[src/rtl/stb_meas_pkg.sv]
// Shared types and constants for the strobe-generator measurement sequencer.
package stb_meas_pkg;

    typedef enum logic [5:0] {
        S_IDLE     = 6'b000001,
        S_GEN_RST  = 6'b000010,
        S_WAIT_RDY = 6'b000100,
        S_SAMPLE   = 6'b001000,
        S_CHECK    = 6'b010000,
        S_RESULT   = 6'b100000
    } state_e;

    localparam logic [1:0] ST_OK       = 2'd0;
    localparam logic [1:0] ST_TIMEOUT  = 2'd1;
    localparam logic [1:0] ST_UNSTABLE = 2'd2;
    localparam logic [1:0] ST_ABORT    = 2'd3;

    // Up to 128 runs: the run counter needs 8 bits and the sum 7 extra bits.
    localparam int RUN_W       = 8;
    localparam int SUM_EXTRA_W = 7;

endpackage

[src/rtl/period_stats.sv]
// Running min/max/sum of captured generator periods; one update per accumulate pulse.
module period_stats
    import stb_meas_pkg::*;
#(
    parameter int unsigned W = 32
) (
    input  logic                          clk_i,
    input  logic                          arst_i,
    input  logic                          clear_i,
    input  logic                          acc_i,
    input  logic [W-1:0]                  sample_i,
    output logic [W-1:0]                  min_o,
    output logic [W-1:0]                  max_o,
    output logic [int'(W)+SUM_EXTRA_W-1:0] sum_o
);

    localparam int SUM_W = int'(W) + SUM_EXTRA_W;

    logic [W-1:0]     min_q;
    logic [W-1:0]     max_q;
    logic [SUM_W-1:0] sum_q;

    always_ff @(posedge clk_i) begin
        // NOTE: non-blocking so every register sees pre-edge values; blocking would chain updates within one edge.
        if (!arst_i) begin
            min_q <= '1;
            max_q <= '0;
            sum_q <= '0;
        end else if (clear_i) begin
            min_q <= '1;
            max_q <= '0;
            sum_q <= '0;
        end else if (acc_i) begin
            if (sample_i < min_q) min_q <= sample_i;
            if (sample_i > max_q) max_q <= sample_i;
            sum_q <= sum_q + SUM_W'(sample_i);
        end
    end

    assign min_o = min_q;
    assign max_o = max_q;
    assign sum_o = sum_q;

endmodule

[src/rtl/stb_meas_ctrl.sv]
// Measurement sequencer: resets/releases the strobe generator 2^n times, collects
// period statistics and hands one result record to the register block.
module stb_meas_ctrl
    import stb_meas_pkg::*;
#(
    parameter int unsigned T_CNT_WIDTH    = 32,
    parameter int unsigned TIMEOUT_CYCLES = 2**24,
    parameter int unsigned RST_CYCLES     = 4
) (
    input  logic                   clk_i,
    input  logic                   arst_i,
    input  logic                   start_i,
    input  logic                   abort_i,
    input  logic [2:0]             n_log2_i,
    input  logic [15:0]            tol_i,
    output logic                   busy_o,
    output logic                   gen_rst_n_o,
    output logic                   gen_oe_o,
    input  logic                   gen_rdy_i,
    input  logic                   gen_err_i,
    input  logic [T_CNT_WIDTH-1:0] gen_period_i,
    output logic                   res_valid_o,
    input  logic                   res_ready_i,
    output logic [1:0]             res_status_o,
    output logic [T_CNT_WIDTH-1:0] res_mean_o,
    output logic [T_CNT_WIDTH-1:0] res_min_o,
    output logic [T_CNT_WIDTH-1:0] res_max_o
);

    localparam int W     = int'(T_CNT_WIDTH);
    localparam int SUM_W = W + SUM_EXTRA_W;
    localparam int RC_W  = $clog2(RST_CYCLES);
    localparam int TO_W  = $clog2(TIMEOUT_CYCLES);

    state_e           state_q, state_d;
    logic [2:0]       n_q;
    logic [15:0]      tol_q;
    logic [RUN_W-1:0] run_q;
    logic [RC_W-1:0]  rst_cnt_q;
    logic [TO_W-1:0]  to_cnt_q;
    logic [W-1:0]     period_q;
    logic [1:0]       res_status_q;
    logic [W-1:0]     res_mean_q, res_min_q, res_max_q;

    logic             stats_clr, stats_acc, load_res;
    logic [1:0]       status_d;
    logic [W-1:0]     mean_d;
    logic [W-1:0]     st_min, st_max;
    logic [SUM_W-1:0] st_sum;

    period_stats #(.W(T_CNT_WIDTH)) u_stats (
        .clk_i    (clk_i),
        .arst_i   (arst_i),
        .clear_i  (stats_clr),
        .acc_i    (stats_acc),
        .sample_i (period_q),
        .min_o    (st_min),
        .max_o    (st_max),
        .sum_o    (st_sum)
    );

    logic rst_done, to_done, run_last, unstable, in_run;
    assign rst_done = (rst_cnt_q == RC_W'(RST_CYCLES - 1));
    assign to_done  = (to_cnt_q == TO_W'(TIMEOUT_CYCLES - 1));
    assign run_last = (run_q == ((RUN_W'(1) << n_q) - RUN_W'(1)));
    assign unstable = ((st_max - st_min) > W'(tol_q));
    assign in_run   = (state_q == S_GEN_RST) || (state_q == S_WAIT_RDY) ||
                      (state_q == S_SAMPLE)  || (state_q == S_CHECK);

    always_comb begin
        // NOTE: every output of this block gets a default first, so no path leaves one unassigned (no latch).
        state_d   = state_q;
        stats_clr = 1'b0;
        stats_acc = 1'b0;
        load_res  = 1'b0;
        status_d  = ST_ABORT;
        mean_d    = '0;

        if (abort_i && in_run) begin
            state_d  = S_RESULT;
            load_res = 1'b1;
        end else begin
            case (state_q)
                S_IDLE: begin
                    if (start_i && !abort_i) begin
                        state_d   = S_GEN_RST;
                        stats_clr = 1'b1;
                    end
                end
                S_GEN_RST: begin
                    if (rst_done) state_d = S_WAIT_RDY;
                end
                S_WAIT_RDY: begin
                    if (gen_rdy_i) begin
                        state_d = S_SAMPLE;
                    end else if (gen_err_i) begin
                        state_d  = S_RESULT;
                        load_res = 1'b1;
                    end else if (to_done) begin
                        state_d  = S_RESULT;
                        load_res = 1'b1;
                        status_d = ST_TIMEOUT;
                    end
                end
                S_SAMPLE: begin
                    stats_acc = 1'b1;
                    state_d   = run_last ? S_CHECK : S_GEN_RST;
                end
                S_CHECK: begin
                    state_d  = S_RESULT;
                    load_res = 1'b1;
                    status_d = unstable ? ST_UNSTABLE : ST_OK;
                    mean_d   = W'(st_sum >> n_q);
                end
                S_RESULT: begin
                    if (res_ready_i) state_d = S_IDLE;
                end
                default: state_d = S_IDLE;
            endcase
        end
    end

    always_ff @(posedge clk_i) begin
        if (!arst_i) begin
            state_q      <= S_IDLE;
            n_q          <= '0;
            tol_q        <= '0;
            run_q        <= '0;
            rst_cnt_q    <= '0;
            to_cnt_q     <= '0;
            period_q     <= '0;
            res_status_q <= ST_OK;
            res_mean_q   <= '0;
            res_min_q    <= '0;
            res_max_q    <= '0;
        end else begin
            state_q <= state_d;
            if (stats_clr) begin
                n_q   <= n_log2_i;
                tol_q <= tol_i;
                run_q <= '0;
            end else if (stats_acc) begin
                run_q <= run_q + RUN_W'(1);
            end
            // Both counters idle at zero so each state entry starts a fresh count.
            rst_cnt_q <= (state_q == S_GEN_RST)  ? rst_cnt_q + RC_W'(1) : '0;
            to_cnt_q  <= (state_q == S_WAIT_RDY) ? to_cnt_q + TO_W'(1)  : '0;
            if ((state_q == S_WAIT_RDY) && gen_rdy_i) period_q <= gen_period_i;
            if (load_res) begin
                res_status_q <= status_d;
                res_mean_q   <= mean_d;
                res_min_q    <= st_min;
                res_max_q    <= st_max;
            end
        end
    end

    logic gen_on;
    assign gen_on       = (state_q != S_IDLE) && (state_q != S_GEN_RST);
    assign busy_o       = (state_q != S_IDLE);
    assign gen_rst_n_o  = gen_on;
    assign gen_oe_o     = gen_on;
    assign res_valid_o  = (state_q == S_RESULT);
    assign res_status_o = res_status_q;
    assign res_mean_o   = res_mean_q;
    assign res_min_o    = res_min_q;
    assign res_max_o    = res_max_q;

endmodule

[config.mk]
export PLATFORM = sky130hd
export DESIGN_NAME = stb_meas_ctrl
export DESIGN_NICKNAME = d
export VERILOG_FILES = /design/src/rtl/stb_meas_pkg.sv /design/src/rtl/period_stats.sv /design/src/rtl/stb_meas_ctrl.sv
export SDC_FILE = /design/constraint.sdc
export NUM_CORES = 1
export LEC_CHECK = 0
export ABC_CLOCK_PERIOD_IN_PS = 6360
export CAP_MARGIN = 10
export CORE_MARGIN = 10
export CORE_UTILIZATION = 46
export DETAILED_ROUTE_END_ITERATION = 16
export PLACE_DENSITY = 0.64
export SYNTH_ARGS = -nofsm -noshare
export SYNTH_HDL_FRONTEND = slang
export SYNTH_SLANG_ARGS = --single-unit
export TNS_END_PERCENT = 100
[constraint.sdc]
create_clock -name clk_i -period 6.36 [get_ports clk_i]
set_input_delay 1.272 -clock clk_i [delete_from_list [all_inputs] [get_ports clk_i]]
set_output_delay 1.272 -clock clk_i [all_outputs]
set_load 0.01 [all_outputs]
# --- Word level (Yosys, flattened, before mapping) ---
# Cells that the tools add are included.
totals:
  register_bits: 292
  input_bits: 58
  out_inout_bits: 102
  wordCells: 89
op_classes:
  n_addsub: 6
  magnitude_cmp: 3
  eq_ne: 19
  shifts: 2
  muxes: 27
  bitwise_logic: 1
  n_reduce_logical: 16
op_table:
  columns: ["operator", "count"]
  rows:
  - ["$mux 32", 2]
  - ["$mux 6", 7]
  - ["$add 39x32->39", 1]
  - ["$shr 39x3->32", 1]
  - ["$pmux 6 s6", 1]
  - ["$gt 32x16->1", 1]
  - ["$gt 32x32->1", 1]
  - ["$lt 32x32->1", 1]
  - ["$sub 32x32->32", 1]
  - ["$add 24x1->24 const B", 1]
  - ["$eq 24x24->1 const B", 1]
  - ["$mux 2", 5]
  - ["$mux 1", 9]
  - ["$add 8x1->8 const B", 1]
  - ["$eq 8x8->1", 1]
  - ["$reduce_and 2->1", 4]
  - ["$reduce_and 4->1", 2]
  - ["$shl 1x3->8 const A", 1]
  - ["$sub 8x1->8 const B", 1]
  - ["$eq 6x1->1 const B", 1]
  - ["$eq 6x2->1 const B", 1]
  - ["$eq 6x3->1 const B", 1]
  - ["$eq 6x4->1 const B", 1]
  - ["$eq 6x5->1 const B", 1]
  - ["other kinds (19)", 27]

# --- Depth between registers and ports, before layout ---
# Gate-level depths: netlist (run 1).
depth:
  word_depth: 7
  depth_mapped: 20
  ltp_nobuf: 20

# --- Modules after synthesis ---
# A second synthesis (run 1) with hierarchy kept.
unflattened:
  cells_unflattened: 2164
  area_unflattened_um2: 18222.5
by_module_without_submodules:
  columns: ["module", "instances", "cells_each", "area_each_um2", "seq_area_each_um2"]
  rows:
  - ["stb_meas_ctrl", 1, 1337, 11190.7, 3783.6]
  - ["period_stats", 1, 827, 7031.7, 2062.0]

# --- Least setup slack after synthesis (run 1) ---
# Ideal clock, no wire load.
synth_path:
  path_type: "register to register"
  startpoint: "register u_stats.min_q[7] (netlist: u_stats.min_o[7])"
  endpoint: "register res_status_q[1] (netlist: res_status_o[1])"
  setup_time_ns: 0.121
  arrival_ns: 3.392
  t_required_ns: 6.239
  slack_ns: 2.846
  path_stages_with_launch: 17
  n_path_buf: 0
  synth_period_minus_slack_ns: 3.514
  path_cell_list: "dfxtp_1 inv_1 ha_1 a211o_1 nor3b_1 o211ai_1 a21oi_1 nor2_1 xor2_1 ha_1 nand4_1 or4_1 a211oi_1 o211ai_1 nand4b_1 nor4_1 nor2_1"
synth_between:
  elab_chain_cells: 5
synth_rtl:
  columns: ["item", "line", "text"]
  rows:
  - ["start: declaration", "period_stats.sv:19", "logic [W-1:0] min_q;"]
  - ["start signal: assignment", "period_stats.sv:34", "if (sample_i < min_q) min_q <= sample_i;"]
  - ["$sub 32x32->32", "stb_meas_ctrl.sv:66", "assign unstable = ((st_max - st_min) > W'(tol_q));"]
  - ["$gt 32x16->1", "stb_meas_ctrl.sv:66", null]
  - ["$mux 2", "stb_meas_ctrl.sv:112", "status_d = unstable ? ST_UNSTABLE : ST_OK;"]
  - ["$pmux 2 s2", "stb_meas_ctrl.sv:83", "case (state_q)"]
  - ["$mux 2", "stb_meas_ctrl.sv:79", "if (abort_i && in_run) begin"]
  - ["end signal: assignment", "stb_meas_ctrl.sv:150", "res_status_q <= status_d;"]
  - ["end: declaration", "stb_meas_ctrl.sv:42", "logic [1:0] res_status_q;"]
# No other way between the ends.
# A chain may end at the register's enable or synchronous reset.

# --- Final worst setup path (run 1) ---
layout_path:
  startpoint: "register u_stats.min_q[1] (netlist: u_stats.min_o[1])"
  endpoint: "register res_status_q[1] (netlist: res_status_o[1])"
# The elaborated chain is that of the path after synthesis.

==> flow_summary.ini, run 1 <==
[synthesis]
synthSimpleGateAreaFrac_pct = 20.9
synth_ff_type = dfxtp_1
synth_commonest_cells = nand2_1 (378), dfxtp_1 (292), nor2_1 (162), ha_1 (146), inv_1 (109)
ys_seq_elements = 292
synth.distinct_cells = 83
yosys.area_share.xor_xnor_pct = 3.40
synth_mux_area_share_pct = 7.72
synth_top_area_share_pct = 32.0
syn_nets = 2426
synth_compound_area_share_pct = 20.3
ys_seq_area_share_pct = 32.0
synthArstFlopShare_pct = 0
synth_edf_count = 0
netlist_area_sq_mm = 0.0183
yosys.area_share.adder_pct = 10.2
synth_most_common_cell = nand2_1
yosysTopAreaCell = dfxtp_1
postSynthAreaPerCell_sq_um = 8.23
synth_top_family_by_area = simple AND/OR/NAND/NOR gates
yosys-top-cells-area = dfxtp_1 (32%), ha_1 (10%), nand2_1 (7.8%)
netlist_instances = 2220
yosysWarnings = 0

[die]
initial_core_util_pct = 46.9
io_pins = 160
coreArea_sq_mm = 0.0390
die_y_um = 219
std_cell_rows = 72
dieArea_sq_mm = 0.0481
die_w_um = 219

[clocking]
cts_tree = done
htree_num_levels = 2
clkTransAtPathRegs_ns = 0.06
cts_hold_buf = 0
cts.sinks = 292
post_cts_buffers = 0
numCtsBuffers = 34
clk_latency_ns = 0.55
cts-root-buf = clkbuf_16
postCtsResizedCells = 0
cts_buffer_depth = 3

[detailed_routing]
dr.first_iter.drc_count = 1228
drc_errors = 0
finalWirelength_um = 54900
antenna_left = 0
vias_per_cell = 5.72
route.vias.total = 16317
avgRoutedWirePerCell_um = 19.2
drt_pass1_iterations = 7

[cells_and_area]
nets = 2518
area_growth_pct = 16.2
antenna_cells = 0
drive_above_1_share_pct = 6.55

[worst_hold_path]
worst_hold_path_type = reg -> reg
whs_path_depth = 1
min_to = rst_cnt_q[0]$_SDFF_PN0_
min_from = rst_cnt_q[0]$_SDFF_PN0_

[global_route]
antenna_found_initial = 0
grt_pass1_vias = 15752
track_usage_pct = 22.4
grt_pass1_wl_um = 86800
grt.overflow.total = 0
grt_max_degree = 115

[timing]
worst_pin_slew_ns = 1.23
rsz0062_at_grt = no
fin_skew_ns = 0.0143
holdWs_ns = 0.419
slew_headroom_pct = 17.7
period_needed_ns = 4.22
max_freq_ghz = 0.237
final.setup.tns_ns = 0
hold_viol_final = 0
setup_viol = 0
maxSlewViolCount = 0
fin_crit_sh_pct = 66.4

[place]
io_buffers = 159
dp_hpwl_um = 40700
gp_congestion = 0.911

[pwr]
p_leak_nw = 8.57
power.total_mw = 4.58
ir_drop_uv = 181
power_density_mw_per_mm2 = 216

[critical_path]
cp_top_family = compound AO/OA/AOI/OAI gates
worst_ep_arrival_time_ns = 4.65
ff2ff_setup_slack_ns = 2.14
r2r_cells = 18
cp_cell_sequence = inv_1 > ha_1 > nor2b_1 > o2111ai_1 > a21oi_1 > o21bai_1 > a31oi_1 > xor2_1 > ha_1 > a21o_1 > a21o_1 > a21oi_1 > o211ai_1 > a211oi_1 > o211ai_1 > nand4b_1 > nor4_1 > nor2_1
r2r_end = res_status_o[1]$_SDFFE_PN0P_
endpoint_kind = flop
max_stage_delay_ns = 0.49
r2r-start = u_stats.min_o[1]$_SDFFE_PP1P_
crit_type = reg -> reg
cpMaxStageDelayCell = a21oi_1
crit_buf_inv = 1
critPathMaxFanout = 6
critPathLaunchType = flop
cp.required_ns = 6.79

[run_status]
status = finished clean

[job]
cap_violations = 0
## through the flow
stage	cell area [sq um]	cells	utilization, %	setup slack (ns)
floorplan	18300	2220	-	2.85
global placement	20100	2792	51.4	2.16
detailed placement	20100	2792	51.4	2.12
CTS	21200	2852	54.4	2.21
global route	21200	2854	54.4	1.79
finish	21200	2854	54.4	2.14
## worst max path at each step
| stage | from | endpoint | slack [ns] | cells past startpoint |
|---|---|---|---|---|
| 2_1_floorplan | u_stats.min_o[7]$_SDFFE_PP1P_ | res_status_o[1]$_SDFFE_PN0P_ | 2.85 | 16 |
| 3_3_place_gp | abort_i | u_stats.min_o[9]$_SDFFE_PP1P_ | 2.16 | 7 |
| 3_5_place_dp | abort_i | u_stats.min_o[13]$_SDFFE_PP1P_ | 2.12 | 7 |
| 4_1_cts | u_stats.min_o[2]$_SDFFE_PP1P_ | res_status_o[1]$_SDFFE_PN0P_ | 2.21 | 18 |
| 5_1_grt | u_stats.min_o[1]$_SDFFE_PP1P_ | res_status_o[1]$_SDFFE_PN0P_ | 1.79 | 18 |
| 6_report | u_stats.min_o[1]$_SDFFE_PP1P_ | res_status_o[1]$_SDFFE_PN0P_ | 2.14 | 18 |
## cell families after synthesis
group	count (synthesis)
multiplexers	102
AO/OA/AOI/OAI	551
buffers and inverters	228
adder cells (fa/ha/maj)	148
AND/OR/NAND/NOR	828
XOR/XNOR	71
flip-flops	292
## flip-flops by register name (all words and copies together), names as in the netlist, 3 cells and up
signal	flops
n_q	3
u_stats.min_o	32
tol_q	16
res_max_o	32
u_stats.sum_o	39
res_min_o	32
run_q	8
period_q	32
to_cnt_q	24
state_q	6
res_mean_o	32
u_stats.max_o	32
## per-layer routing
layer  GRT usage (%)  vias up  wire length (um)
met1            30.9     7710             25700
met3            4.00       67              3680
li1                -     8058                 -
met5               0        -                 0
met2            35.0      482             24100
met4            6.27        0              1300
## cells in the final DEF, fill, tap and decap left out, drive strengths merged, types with 15 or more instances in the layout
master         instances
nor3                  19
mux4                  28
nand2                379
a21boi               123
clkdlybuf4s50        158
nand2b                15
o21ai                103
a21o                  49
dfxtp                292
nand4                 36
nor2                 163
a21oi                101
a22oi                 32
xor2                  35
buf                   15
ha                   146
inv                  112
or3                   17
nand3                 69
mux2i                 42
clkbuf                49
xnor2                 36
a211oi                23
mux2                  32
o211ai                21
and3                  23
nor2b                 45
## where the power goes
part	total (mW)	internal [mW]	switching (mW)
logic	0.618	0.261	0.357
registers	1.91	1.87	0.0380
clock network	2.05	1.24	0.807
total	4.58	3.38	1.20
## layout make-up
cell class | count | area [sq um]
timing repair buffer | 173 | 1710
tap | 518 | 648
multi-input combinational | 1700 | 11500
fill | 3703 | 17800
inverter | 111 | 417
clock buffer | 49 | 988
clock inverter | 11 | 161
sequential | 292 | 5850
## worst register-to-register path: stages (launching register included)
cell and delay, ns:
dfxtp_1 0.37, inv_1 0.10, ha_1 0.29, nor2b_1 0.19, o2111ai_1 0.16, a21oi_1 0.49, o21bai_1 0.19, a31oi_1 0.33
xor2_1 0.18, ha_1 0.26, a21o_1 0.16, a21o_1 0.17, a21oi_1 0.15, o211ai_1 0.10, a211oi_1 0.26, o211ai_1 0.12
nand4b_1 0.22, nor4_1 0.31, nor2_1 0.06
Power figures use the tool's default switching activity.
==> inputs of run 2 (changes only) <==
--- a/config.mk
+++ b/config.mk
@@ -5,7 +5,7 @@
 export SDC_FILE = /design/constraint.sdc
 export NUM_CORES = 1
 export LEC_CHECK = 0
-export ABC_CLOCK_PERIOD_IN_PS = 6360
+export ABC_CLOCK_PERIOD_IN_PS = 4200
 export CAP_MARGIN = 10
 export CORE_MARGIN = 10
 export CORE_UTILIZATION = 46
==> constraint.sdc (replaced) <==
create_clock -name clk_i -period 4.2 [get_ports clk_i]
set_input_delay 0.84 -clock clk_i [delete_from_list [all_inputs] [get_ports clk_i]]
set_output_delay 0.84 -clock clk_i [all_outputs]
set_load 0.01 [all_outputs]
==> flow_summary.ini, run 2 (same netlist as run 1, synthesis figures left out) <==
[run_status]
status = finished clean

[critical_path]
cp_top_family = simple AND/OR/NAND/NOR gates
r2r-start = u_stats.min_o[4]$_SDFFE_PP1P_
endpoint_kind = flop
cp.required_ns = 4.64
max_stage_delay_ns = 0.53
worst-path-stages = 17
cpMaxStageDelayCell = or4_1
r2r_cells = 17
r2r_end = res_status_o[1]$_SDFFE_PN0P_
crit_type = reg -> reg
cp_cell_sequence = inv_1 > ha_2 > a21o_1 > a31oi_1 > a21oi_2 > buf_4 > o211ai_1 > nand2_1 > xnor2_1 > ha_1 > nand4_1 > or4_1 > a211oi_1 > o211ai_1 > nand4b_1 > nor4_2 > nor2_1
ff2ff_setup_slack_ns = 0.25
critPathMaxFanout = 6
cpMostUsedCell = o211ai_1
worst_ep_arrival_time_ns = 4.39
critPathLaunchType = flop
crit_buf_inv = 2

[worst_hold_path]
whs_path_depth = 1
min_from = rst_cnt_q[0]$_SDFF_PN0_
worst_hold_path_type = reg -> reg
min_to = rst_cnt_q[0]$_SDFF_PN0_

[detailed_routing]
route.vias.total = 16574
drc_errors = 0
avgRoutedWirePerCell_um = 19.6
finalWirelength_um = 56500
drt_pass1_iterations = 5
routed-wl-met3_um = 3670
vias_per_cell = 5.76
antenna_left = 0
dr.max_layer_used = met4
wl_met2_um = 25100
dr.first_iter.drc_count = 1123
met1_length_um = 26300

[timing]
fin_crit_sh_pct = 94.0
maxSlewViolCount = 0
final.setup.tns_ns = 0
fin_skew_ns = 0.0266
period_needed_ns = 3.95
holdWs_ns = 0.436
setup_ws_ns = 0.251
hold_viol_final = 0
worst_pin_slew_ns = 1.22
slew_headroom_pct = 18.6
max_freq_ghz = 0.253
setup_viol = 0

[pwr]
power.total_mw = 6.80
power_density_mw_per_mm2 = 317
ir_drop_uv = 288
p_leak_nw = 8.66

[global_route]
antenna_found_initial = 0
grt_pass1_wl_um = 89000
grt_max_degree = 65
track_usage_pct = 23.0
grt.overflow.total = 0
grt_pass1_vias = 15849

[place]
dp_hpwl_um = 43400
gp_congestion = 0.955
post-place-ws_ns = 0.0951
io_buffers = 159

[cells_and_area]
antenna_cells = 0
area_growth_pct = 17.2
largest_reg_flops = 39
drive_above_1_share_pct = 7.85
layout_common_cells = nand2_1 (378), dfxtp_1 (291), nor2_1 (158), clkdlybuf4s50_1 (158), ha_1 (145)
nets = 2542
final_common_cell = nand2_1
nFillCells = 3641

[clocking]
cts-root-buf = clkbuf_16
clk_latency_ns = 0.55
cts_hold_buf = 0
cts_buffer_depth = 3
cts.sinks = 292
cts_tree = done
numCtsBuffers = 35
htree_num_levels = 2
clkTransAtPathRegs_ns = 0.06

[die]
io_pins = 160
std_cell_rows = 72
die_y_um = 219
coreArea_sq_mm = 0.0390
dieArea_sq_mm = 0.0481
die_w_um = 219
initial_core_util_pct = 46.9

[job]
cap_violations = 0
run 2: area by class of cell:
cell class,count,area [sq um],share of cell area (%)
Sequential cell,292,5850,27.3
Timing Repair Buffer,196,1900,8.89
Inverter,111,417,1.94
Multi-Input combinational cell,1700,11500,53.8
Clock inverter,8,93.8,0.438
Clock buffer,51,986,4.60
Tap cell,518,648,3.03
run 2: where the power goes:
group / leakage [nW] / total [mW] / internal [mW] / switching [mW]
clock: 0.533 / 2.94 / 1.74 / 1.20
sequential: 2.36 / 2.91 / 2.84 / 0.0761
combinational: 5.77 / 0.943 / 0.403 / 0.540
run 2: routing by layer:
layer  vias up  global-route usage [%]
li1       8113                       -
met1      7921                    31.4
met2       465                    36.0
met3        75                    4.66
met4         0                    6.62
met5         -                       0
run 2: what timing repair did:
item / CTS / global route
buffers inserted: 0 / 3
setup endpoints to repair: 0 / 1
resized for setup: 0 / 14
run 2: worst max-delay path by stage:
stage | from | endpoint | slack, ns
6_report | u_stats.min_o[4]$_SDFFE_PP1P_ | res_status_o[1]$_SDFFE_PN0P_ | 0.25
5_1_grt | u_stats.min_o[4]$_SDFFE_PP1P_ | res_status_o[1]$_SDFFE_PN0P_ | -0.0009
4_1_cts | u_stats.min_o[7]$_SDFFE_PP1P_ | res_status_o[1]$_SDFFE_PN0P_ | 0.06
3_5_place_dp | u_stats.min_o[7]$_SDFFE_PP1P_ | res_status_o[1]$_SDFFE_PN0P_ | 0.1
3_3_place_gp | u_stats.min_o[7]$_SDFFE_PP1P_ | res_status_o[1]$_SDFFE_PN0P_ | 0.12
2_1_floorplan | u_stats.min_o[7]$_SDFFE_PP1P_ | res_status_o[1]$_SDFFE_PN0P_ | 0.69
run 2: through the flow:
step           instance area (sq um)  utilization [%]  cells
3_5_place_dp                   20300             51.9   2814
6_report                       21400             54.9   2876
4_1_cts                        21300             54.7   2873
3_3_place_gp                   20300             51.9   2814
2_1_floorplan                  18300                -   2220
5_1_grt                        21400             54.9   2876
==> RTL edit 1: new RTL, flow settings as in run 2 <==
The parameter `T_CNT_WIDTH` goes from 32 to 16.
--- a/src/rtl/stb_meas_ctrl.sv
+++ b/src/rtl/stb_meas_ctrl.sv
@@ -3,7 +3,7 @@
 module stb_meas_ctrl
     import stb_meas_pkg::*;
 #(
-    parameter int unsigned T_CNT_WIDTH    = 32,
+    parameter int unsigned T_CNT_WIDTH    = 16,
     parameter int unsigned TIMEOUT_CYCLES = 2**24,
     parameter int unsigned RST_CYCLES     = 4
 ) (
Ports: changed (resized gen_period_i, res_max_o, res_mean_o and res_min_o); port bits go from 160 to 96. No check against the original RTL was run, so the function may have changed too.
==> RTL edit 1 against run 2 <==
  * Setup slack gained 0.34 ns
  * Total power decreased by 36%
  * Sequential power decreased by 37%
  * Final area fell by 44%
  * Non-clock buffer count decreased by 83
  * Final cell count decreased by 46%
  * Area after synthesis is 44% lower
  * Sequential cell count is 112 lower
  * Routed wire length down 54%
  * Die area is 40% lower
==> RTL edit 1: results (changes against run 2) <==
Starting DRC count in detailed routing: 557 (-50%)
Htree depth: 4 (+2)
Pleak: 5.02 nW (-42%)
N_taps: 280 (-46%)
Wire length on met2: 11.0 mm (-56%)
Clk tree area frac: 0.0500 (-0.000427)
Clock Tree Buf Depth: 2 (-1)
Dpl ws: 0.515 ns (+0.420 ns)
Setup Skew: 0.00999 ns (-0.0166 ns)
Non-Clock Inverter Count: 66 (-41%)
CP Max Fanout: 3 (-3)
Vias in the first global route: 8260 (-48%)
Largest net degree at the start of global routing: 57 (-12%)
Max reg flops: 24 (-38%)
Seq/total area: 0.299 (+0.0257)
I/O Buffers: 95 (-40%)
Multi-input logic area: 6170 sq um (-46%)
Crit-path slowest cell: dfxtp_1
Gr usage total: 0.182 (-0.0481)
Yosys reg bits: 180 (-38%)
Worst EP arrival: 3.95 ns (-0.44 ns)
CP max stage delay: 0.39 ns (-0.14 ns)
Worst R2R Path Depth: 15 (-2)
Max VDD drop: 0.000286 V (-0.66%)
Status: complete, no violations
Met3 Routed Length: 1.40 mm (-62%)
Share of layout cells above drive strength 1: 0.0642 (-0.0142)
Worst-Margin Slew: 0.794 ns (-0.426 ns)
## RTL edit 1: how the worst max path moves through the flow
stage / slack, ns / to
CTS: 0.49 / res_status_o[1]
global placement: 0.59 / res_status_o[1]
detailed placement: 0.52 / res_status_o[1]
global route: 0.01 / res_status_o[1]
finish: 0.59 / res_status_o[1]
floorplan: 0.84 / res_status_o[1]
## RTL edit 1: cell families (layout without fill, tap and decap cells)
family / after synthesis / after routing / share of synthesized area
multiplexers: 97 / 97 / 0.0991
AND/OR/NAND/NOR: 415 / 415 / 0.194
flip-flops: 180 / 180 / 0.352
XOR/XNOR: 61 / 61 / 0.0522
buffers and inverters: 124 / 210 / 0.0478
adder cells (fa/ha/maj): 84 / 84 / 0.104
AO/OA/AOI/OAI: 230 / 230 / 0.151
## RTL edit 1: critical path, delay by kind of cell, from the launching register on
family,cells,cell delay (ns)
DFF,1,0.39
adders and majority gates,2,0.60
and+or+nand+nor,3,0.61
xor gates and xnor gates,1,0.14
buffers and inverters,1,0.10
AOI/OAI and AO/OA,8,1.68
==> RTL edit 2: new RTL, settings of run 2 <==
Made on the original files. Reset style: asynchronous (`arst_i`), changed in 2 clocked blocks.
--- a/src/rtl/period_stats.sv
+++ b/src/rtl/period_stats.sv
@@ -20,7 +20,7 @@
     logic [W-1:0]     max_q;
     logic [SUM_W-1:0] sum_q;
 
-    always_ff @(posedge clk_i) begin
+    always_ff @(posedge clk_i or negedge arst_i) begin
         // NOTE: non-blocking so every register sees pre-edge values; blocking would chain updates within one edge.
         if (!arst_i) begin
             min_q <= '1;
--- a/src/rtl/stb_meas_ctrl.sv
+++ b/src/rtl/stb_meas_ctrl.sv
@@ -120,7 +120,7 @@
         end
     end
 
-    always_ff @(posedge clk_i) begin
+    always_ff @(posedge clk_i or negedge arst_i) begin
         if (!arst_i) begin
             state_q      <= S_IDLE;
             n_q          <= '0;
Function: differs if arst_i is asserted again (counterexample within 4 cycles, from zero or initial values and one cycle with arst_i low); with arst_i held inactive, the same outputs for 4 cycles.
==> RTL edit 2 against run 2 <==
  * Sequential cell count stayed put
  * Setup slack got worse by 0.17 ns
  * Critical path type unchanged
  * Final area is 1.6% higher
  * Maximum frequency down 4.1%
  * Area after synthesis fell by 1.0%
  * Routed wire length fell by 10%
  * Largest cell class unchanged
  * Clock skew down 0.0078 ns
Power is not compared: it rests on default switching activity, and its combinational part moved more than twofold at a synthesized area within 25%.
==> RTL edit 2: results (changes against run 2) <==
Status: complete, no violations
Relative slew slack: 0.311 (+0.125)
DR WL/cell: 19.4 um (-1.2%)
Clock Tree Buf Depth: 3 (unchanged)
Critical R2R Launch: u_stats.min_o[1]
Worst EP arrival: 4.52 ns (+0.13 ns)
Antenna diodes: 0 (unchanged)
Post-synthesis mux area share: 0.113 (+0.0360)
Syn_nets: 2108 (-13%)
Hold slack: 0.328 ns (-0.108 ns)
Top post-synthesis cells by count: dfrtp_1 (259), nand2_1 (249), ha_1 (146)
Cells after DPL: 2546 (-9.5%)
Max reg flops: 39 (unchanged)
Synth Area in Compound Gates: 0.153 (-0.0494)
Fillers: 3459 (-5.0%)
Routability cong.: 0.909 (-4.7%)
Synth Area in Adders: 0.103 (+0.00107)
Post-synthesis cell count: 1902 (-14%)
I/O Buffers: 159 (unchanged)
Worst R2R Path Depth: 23 (+6)
Initial antenna violation count: 0 (unchanged)
Clock slew at reported path FFs: 0.06 ns (about the same)
Routed vias: 14500 (-13%)
Pint: 9.12 mW
Gr usage total: 0.211 (-0.0194)
Crit-path slowest cell: dfstp_2
Starting DRC count in detailed routing: 976 (-13%)
Hpwl dp: 38.1 mm (-12%)
Dpl ws: -0.0446 ns (-0.140 ns)
Vias in the first global route: 14600 (-8.2%)
CP Max Fanout: 2 (-4)
R2r setup slk: 0.08 ns (-0.17 ns)
Ranking of synthesized cells by area: dfrtp_1 (36%), ha_1 (10%), mux2i_1 (6.6%), nand2_1 (5.2%), dfstp_2 (4.8%)
Synth Area in XOR/XNOR: 0.0387 (+0.00472)
Min-delay worst type: primary input to asynchronous set/reset pin
CP max stage delay: 0.54 ns
Share of layout cells above drive strength 1: 0.107 (+0.0286)
Non-Filler Instances: 2611 (-9.2%)
Largest net degree at the start of global routing: 101 (+55%)
Ys Warns: 0 (unchanged)
Max VDD drop: 0.000406 V
Layout net count: 2275 (-11%)
First-pass GRT wire length: 80.7 mm (-9.4%)
Synth async-reset ratio: 1.00 (+1.00)
Htree depth: 2 (unchanged)
Setup Skew: 0.0188 ns (-0.00780 ns)
Post-synth cell types: 85 (+2.4%)
CP Launch Type: flip-flop
Seq/Total Area, Yosys: 0.406 (+0.0865)
# DRC: 0 (unchanged)
RR Endpoint: res_status_o[1]
[RTL edit 2: cell types whose count changed after synthesis, sizes merged, moves of 24 or more]
| cell | change |
|---|---|
| mux2i | +77 |
| dfrtp | +259 |
| a22oi | -32 |
| clkbuf | -28 |
| nor2 | -33 |
| dfstp | +33 |
| dfxtp | -292 |
| nand2 | -130 |
| o21ai | +92 |
| mux2 | +30 |
| a21boi | -120 |
| nor2b | -24 |
| nand3 | -39 |
[RTL edit 2: kinds of logic (layout without fill, tap and decap cells)]
| logic type | after synthesis | after routing |
|---|---|---|
| AOI/OAI and AO/OA | 447 | 447 |
| muxes | 188 | 188 |
| DFF | 292 | 292 |
| xor gates and xnor gates | 80 | 80 |
| and+or+nand+nor | 562 | 562 |
| adders and majority gates | 148 | 148 |
| buffers and inverters | 185 | 376 |
[RTL edit 2: cell type report]
type,count,area share
Clock buffer,50,0.0475
Inverter,108,0.0186
Multi-Input combinational cell,1425,0.464
Tap cell,518,0.0298
Clock inverter,11,0.0107
Sequential cell,292,0.338
Timing Repair Buffer,207,0.0922
[RTL edit 2: power groups by stage]
stage          Sequential, mW  Clock (mW)  Combinational, mW
6_report                 4.67        3.35               7.18
3_3_place_gp             4.68           0               6.91
4_1_cts                  4.68        3.43               7.09
2_1_floorplan            4.46           0               4.65
5_1_grt                  4.77        3.54               8.02
3_5_place_dp             4.71           0               7.02
[RTL edit 2: critical path, delay by kind of cell, from the launching register on]
kind                       cells  cell delay [ns]
xor gates and xnor gates       1             0.15
DFF                            1             0.54
and+or+nand+nor                8             1.08
AOI/OAI and AO/OA             11             1.69
buffers and inverters          1             0.05
adders and majority gates      2             0.47
[RTL edit 2: what timing repair did]
| action | 4_1_cts | 5_1_grt |
|---|---|---|
| gates cloned | 0 | 0 |
| endpoints found under the setup margin | 1 | 1 |
| gates resized for setup | 2 | 17 |
| pin swaps | 1 | 19 |
| buffers inserted | 0 | 4 |
[RTL edit 2: layer usage]
layer  track usage  up-vias  wire length [um]
met5             0        -                 0
met4        0.0611        0              1220
met3        0.0376       60              2280
met2         0.341      282             23500
met1         0.283     7032             23600
li1              -     7094                 -
[RTL edit 2: worst max path at each step]
| stage | slack [ns] | end |
|---|---|---|
| floorplan | 0.27 | res_status_o[1] |
| global placement | -0.05 | res_status_o[1] |
| detailed placement | -0.04 | res_status_o[1] |
| CTS | 0.03 | res_status_o[1] |
| global route | -0.24 | res_status_o[1] |
| finish | 0.08 | res_status_o[1] |
[RTL edit 2: metrics by stage]
step / setup TNS, ns / cell area, sq um
after global routing: -0.240 / 21800
final: 0 / 21800
after detailed placement: -0.0446 / 20400
after floorplan: 0 / 18100
after global placement: -0.0539 / 20400
after CTS: 0 / 21700
